--- src/rtl/obi_ext_slice.sv ---
// Registered OBI slice: 2-entry request FIFO plus outstanding-transaction bound.
// Define OBI_EXT_SLICE_RSP_REG_EN to add one register stage on rvalid/rdata.
package obi_pkg;

    typedef struct packed {
        logic        req;
        logic        we;
        logic [3:0]  be;
        logic [31:0] addr;
        logic [31:0] wdata;
    } obi_req_t;

    typedef struct packed {
        logic        gnt;
        logic        rvalid;
        logic [31:0] rdata;
    } obi_resp_t;

endpackage

module obi_ext_slice
    import obi_pkg::*;
#(
    parameter int unsigned MAX_OUTSTANDING = 2
) (
    input  logic      clk_i,
    input  logic      rst_ni,
    input  obi_req_t  slv_req_i,
    output obi_resp_t slv_resp_o,
    output obi_req_t  mst_req_o,
    input  obi_resp_t mst_resp_i
);

    localparam int unsigned IW = $clog2(MAX_OUTSTANDING + 1);
    localparam logic [IW-1:0] MAX_CNT = IW'(MAX_OUTSTANDING);

    typedef struct packed {
        logic        we;
        logic [3:0]  be;
        logic [31:0] addr;
        logic [31:0] wdata;
    } entry_t;

    entry_t [1:0]  mem;
    entry_t        head;
    logic          wr_ptr;
    logic          rd_ptr;
    logic [1:0]    cnt;
    logic [IW-1:0] inflight;
    logic          full;
    logic          empty;
    logic          gnt;
    logic          push;
    logic          pop;
    logic          dec;
    logic          rsp_valid;
    logic [31:0]   rsp_rdata;

    assign full  = (cnt == 2'd2);
    assign empty = (cnt == 2'd0);

    // Grant depends on registered state only; no path from mst_resp_i.gnt.
    assign gnt  = !full && (inflight < MAX_CNT);
    assign push = slv_req_i.req && gnt;
    assign pop  = !empty && mst_resp_i.gnt;

    always_ff @(posedge clk_i or negedge rst_ni) begin
        if (!rst_ni) begin
            mem    <= '0;
            wr_ptr <= 1'b0;
            rd_ptr <= 1'b0;
            cnt    <= 2'd0;
        end else begin
            if (push) begin
                mem[wr_ptr] <= '{
                    we:    slv_req_i.we,
                    be:    slv_req_i.be,
                    addr:  slv_req_i.addr,
                    wdata: slv_req_i.wdata
                };
                wr_ptr <= ~wr_ptr;
            end
            if (pop) begin
                rd_ptr <= ~rd_ptr;
            end
            unique case ({push, pop})
                2'b10:   cnt <= cnt + 2'd1;
                2'b01:   cnt <= cnt - 2'd1;
                default: cnt <= cnt;
            endcase
        end
    end

    assign head = mem[rd_ptr];

    assign mst_req_o = '{
        req:   !empty,
        we:    head.we,
        be:    head.be,
        addr:  head.addr,
        wdata: head.wdata
    };

`ifdef OBI_EXT_SLICE_RSP_REG_EN
    always_ff @(posedge clk_i or negedge rst_ni) begin
        if (!rst_ni) begin
            rsp_valid <= 1'b0;
            rsp_rdata <= '0;
        end else begin
            rsp_valid <= mst_resp_i.rvalid;
            if (mst_resp_i.rvalid) begin
                rsp_rdata <= mst_resp_i.rdata;
            end
        end
    end
`else
    assign rsp_valid = mst_resp_i.rvalid;
    assign rsp_rdata = mst_resp_i.rdata;
`endif

    assign slv_resp_o = '{
        gnt:    gnt,
        rvalid: rsp_valid,
        rdata:  rsp_rdata
    };

    // Saturate at zero so a spurious response cannot wrap the counter.
    assign dec = rsp_valid && (inflight != '0);

    always_ff @(posedge clk_i or negedge rst_ni) begin
        if (!rst_ni) begin
            inflight <= '0;
        end else begin
            unique case ({push, dec})
                2'b10:   inflight <= inflight + IW'(1);
                2'b01:   inflight <= inflight - IW'(1);
                default: inflight <= inflight;
            endcase
        end
    end

`ifndef SYNTHESIS
    spurious_rvalid: assert property (
        @(posedge clk_i) disable iff (!rst_ni)
        rsp_valid |-> (inflight != '0)
    ) else $warning("obi_ext_slice: rvalid with nothing outstanding");
`endif

endmodule

--- config.mk ---
export PLATFORM = sky130hd
export DESIGN_NAME = obi_ext_slice
export DESIGN_NICKNAME = d
export VERILOG_FILES = /design/src/rtl/obi_ext_slice.sv
export SDC_FILE = /design/constraint.sdc
export NUM_CORES = 1
export LEC_CHECK = 0
export CAP_MARGIN = 25
export CELL_PAD_IN_SITES_DETAIL_PLACEMENT = 0
export CELL_PAD_IN_SITES_GLOBAL_PLACEMENT = 1
export CORE_ASPECT_RATIO = 1.4
export CORE_UTILIZATION = 40
export CTS_CLUSTER_DIAMETER = 80
export CTS_CLUSTER_SIZE = 20
export DETAILED_ROUTE_END_ITERATION = 10
export GPL_ROUTABILITY_DRIVEN = 0
export PLACE_DENSITY_LB_ADDON = 0.05
export SETUP_SLACK_MARGIN = 0.1
export SYNTH_ARGS = -nofsm -noshare
export SYNTH_HDL_FRONTEND = slang
export SYNTH_SLANG_ARGS = --single-unit
--- constraint.sdc ---
create_clock -name clk_i -period 5.4 [get_ports clk_i]
set_clock_uncertainty 0.15 [all_clocks]
set_input_delay 1.08 -clock clk_i [delete_from_list [all_inputs] [get_ports clk_i]]
set_output_delay 1.08 -clock clk_i [all_outputs]
set_load 0.01 [all_outputs]
# ---- Yosys cells after proc, flatten, opt, wreduce, memory -nomap -nowiden
# Cells that the tools add are included.
dict set report totals {
  out_inout_bits 104
  ramBits 0
  rom_bits 0
  memories 0
  latch_bits 0
  reg_bits 144
  wordCells 45
  inputBits 106
}
dict set report op_classes {
  n_bitwise 2
  shifts 0
  n_reduce_logical 11
  div 0
  mul 0
  n_lt_le_gt_ge 4
  n_eq_ne 5
  muxes 7
  add_sub_neg 4
}
# cell n
set op_table {}
lappend op_table {{2-to-1 mux 69 bit} 3}
lappend op_table {{bitwise mux 138 bit} 1}
lappend op_table {{demux 69 bit (select 1 bit)} 1}
lappend op_table {{case mux 2 bit (2 select lines)} 2}
lappend op_table {{equality test 2 bit, second input constant} 3}
lappend op_table {{nonzero test 2 bit} 3}
lappend op_table {{logical AND 1 bit} 5}
lappend op_table {{adder 2 x 1 -> 2 bit, second input constant} 2}
lappend op_table {{equality test 2 x 1 -> 1 bit, second input constant} 2}
lappend op_table {{less-than comparator 1 x 2 -> 1 bit, second input constant} 2}
lappend op_table {{subtractor 2 x 1 -> 2 bit, second input constant} 2}
lappend op_table {{zero test 1 bit} 2}
lappend op_table {{zero test 2 bit} 1}
lappend op_table {{less-than comparator 2 bit, second input constant} 1}
lappend op_table {{NOT 1 bit} 2}
lappend op_table {{greater-or-equal comparator 1 bit, second input constant} 1}

# ---- Logic depth before layout (Yosys ltp)
dict set report depth {
  depth_word 6
  depth_mapped 6
  mapped_depth_nobuf 6
}

# ---- Worst setup path before layout
# No wires, ideal clock.
dict set report synth_path {
  path_kind {reg-to-output}
  from {register rd_ptr}
  to {output port mst_req_o[0] in the netlist's numbering}
  path_buffers 2
  slack_ns 2.919
  path_stages_with_launch 4
  t_required_ns 4.170
  arrival_time_ns 1.251
  path_cell_list {dfrtp_1 clkbuf_1 clkbuf_1 mux2_2}
}
# item line_no
set synth_lines {}
lappend synth_lines {{start: declaration} 47} ;# logic rd_ptr;
lappend synth_lines {{start signal: assignment} 84} ;# rd_ptr <= ~rd_ptr;
lappend synth_lines {{end: declaration} 30} ;# output obi_req_t mst_req_o,

==> metrics.md <==
| Metric | Value |
|---|---|
| Die W | 109.5 um |
| Clock Latency Late Sink | 0.40 ns |
| Post-CTS setup buffer count | 0 |
| Maximum clock path buffer count | 2 |
| Flop pwr share | between 30% and 40% |
| Final Cycle Share | 69.30% |
| Gr busiest metal | met2 |
| Slowest CP cell | dfrtp_2 |
| Finish-stage setup viols | 0 |
| Unrepaired setup endpoints after global routing | false |
| Die area | 16,710 um2 |
| Most used DFF post-synth | dfrtp_1 |
| Gr usage total | between 15 and 20% |
| Fmax | 267.2 MHz |
| Number of global-route vias before repair | 4,300 |
| Filler Cells Inserted | 1,348 |
| DP HPWL | 8821 um |
| Worst hold path type | in2async |
| Setup CP Type | reg2out |
| FF/Latch Area | 3605 um2 |
| CP max FO | 38 |
| Total core area | 15,680 um2 |
| Fin nets | around 650 |
| Worst-path cell chain | buf_12, mux2_2, clkdlybuf4s50_1 |
| GR Util met1 | approximately 20% |
| Buf/Inv on CP | 2 |
| Worst-margin pin slew | 0.8292 ns |
| LEAKAGE | 3.533 nW |
| Post-synth EDFFs | 0 |
| Yosys warns | 0 |
| Combinational Power Share | 44.7% |
| Most frequent cell after synthesis | mux2_2 |
| Family with the most delay on the worst path | flip-flops |
| Switching Fraction | 28.74% |
| Post-Synthesis Cells | 429 |
| CTS tree | yes |
| Clock power frac | 21.2% |
| P per Cell Area | 673.5 nW/um2 |
| Worst IR Drop VDD | around 0.32 mV |
| Top post-synthesis cells by area | dfrtp_1, mux2_2, buf_4 |
| Max stage delay on crit path | 0.90 ns |
| Via count | 3,796 |
| Number of I/O port buffers | 145 |
| Fin. max-slew vios | 0 |
| Antenna violations before repair | 0 |
| Total gr overflow | 0 |
| Antenna-violating nets left | 0 |
| Setup TNS | 0 ns |
| Slew HR | roughly 45% |
| P_int | 4.092 mW |
| WP data required | 4.17 ns |
| Mapped Avg Cell Area | 15.09 um2 |
| Drt first pass iters | 4 |
| Largest net degree at the start of global routing | 112 |
| Register area share after synthesis | between 50% and 60% |
| Area growth, synth to finish | 31.67% |
| Syn_nets | 537 |
| Minimum clock period after layout | 3.742 ns |
| CP Launch Type | flop |
| Max Cap Viol | 0 |
| DRT Wirelength | 13,370 um |
| Post-CTS resize count | 0 |
| CTS root buffer | clkbuf_16 |
| Async SR Flop Fraction | 100.0% |
| Htree depth | 4 |
| Layout cells sized above 1 | between 40% and 50% |
| Num rows | 54 |
| CP Capture Type | primary output |
| Synthesis-stage register bit count | 144 |
| GR Util met3 | 6.202% |
| Post-synth top area cell | dfrtp_1 |
| Multi-input logic area | 2519 um2 |
| Total clock sinks | 144 |
| Net switching power | 1.650 mW |
| CTS Buf Count | 17 |
| GR Util met2 | 29.80% |
| Final hold vios | 0 |
| Die H | 152.5 um |
| 1st-iter DRT viols | 65 |
| First-pass GRT wire length | about 22,000 um |
| Antenna cell count | 0 |
| Power Total | 5.742 mW |
| Status | complete, no violations |
| DR WL/cell | 17.77 um |
| Synth top area share | a little under three fifths |
| Initial Utilization | between 40% and 50% |
| Clock-pin slew on the worst setup and hold paths | approximately 0.06 ns |
| Top post-synthesis cells by count | mux2_2, dfrtp_1, buf_4 |
| DR vias/cell | between 5 and 6 |
| Cell area after synthesis | about 6500 um2 |
| CP arrival | 2.51 ns |
| CTS Hold Bufs | 0 |
| Yosys cell types | 19 |
| Drt drc | 0 |
| I/O pins | 210 |
==> worst register-to-register path, delay by kind of cell (launching register included) <==
kind / cells / cell delay [ns]
DFF: 1 / 0.43
muxes: 1 / 0.41
buffers and inverters: 1 / 0.56
and+or+nand+nor: 2 / 0.66
==> stage by stage <==
stage | instance area, um2 | util [%] | cells | worst slack, ns | hold WS (ns)
after floorplan | 6475 | - | 429 | 2.919 | 0.3198
after global placement | 7871 | 50.22 | 719 | 1.997 | 0.3310
after detailed placement | 7871 | 50.22 | 719 | 2.002 | 0.3373
after CTS | 8498 | 54.21 | 751 | 1.556 | 0.3504
after global routing | 8526 | 54.39 | 752 | 1.477 | 0.3148
final | 8526 | 54.39 | 752 | 1.658 | 0.3305
==> kinds of logic (layout without fill, tap and decap cells) <==
logic type | after synthesis | count (layout) | share of synthesized area (%)
simple gates | 11 | 11 | 1.102
buf+inv | 56 | 183 | 5.662
compound gates | 1 | 1 | 0.1160
fa+ha+maj | 2 | 2 | 0.3864
flops | 144 | 144 | 55.65
mux | 207 | 207 | 36.00
xor+xnor | 8 | 8 | 1.082
==> path summary, 6_finish.rpt <==
check / slack [ns] / start / depth (start not counted) / endpoint
max in group asynchronous: 3.59 / rst_ni / 3 / mem[101]
setup / recovery: 1.66 / rd_ptr / 3 / mst_req_o[45]
hold reg to reg: 0.35 / mem[119] / 1 / mem[119]
hold / removal: 0.33 / rst_ni / 1 / mem[65]
min in group clk_i: 0.35 / mem[119] / 1 / mem[119]
setup reg to reg: 3.07 / cnt[0] / 4 / mem[113]
==> per-layer routing <==
metal / vias up / part of all wire, %
li1: 1707 / -
met1: 1959 / 40
met2: 107 / 52
met3: 23 / 6.4
met4: 0 / 1.2
met5: - / 0
==> power by group through the flow <==
| stage | clock network, mW | registers, mW | logic [mW] |
|---|---|---|---|
| after floorplan | 0 | 1.83 | 1.61 |
| after global placement | 0 | 1.95 | 2.57 |
| after detailed placement | 0 | 1.99 | 2.61 |
| after CTS | 1.25 | 1.97 | 2.62 |
| after global routing | 1.30 | 2.05 | 2.77 |
| final | 1.22 | 1.96 | 2.57 |
==> flip-flops by register name (all words and copies together) (netlist names) <==
name      flops
cnt           2
inflight      2
mem         138
wr_ptr        1
rd_ptr        1
==> placed cells by master (no fill, tap or decap), types with 2 or more instances in the layout <==
master,Yosys,routed
clkinv_2,0,3
mux2_2,207,207
xor2_1,3,3
clkinvlp_4,0,2
clkbuf_8,0,5
nor2_1,3,3
clkbuf_16,0,17
dfrtp_1,144,143
clkdlybuf4s50_1,0,144
ha_1,2,2
buf_4,36,4
xnor2_1,5,5
bufinv_16,0,3
==> layout make-up <==
cell class	count	area share, %
Clock buffer	23	5.841
Multi-Input combinational cell	229	29.54
Tap cell	196	2.876
Sequential cell	144	42.28
Clock inverter	9	1.512
Timing Repair Buffer	151	17.95
(Power assumes the default switching activity.)
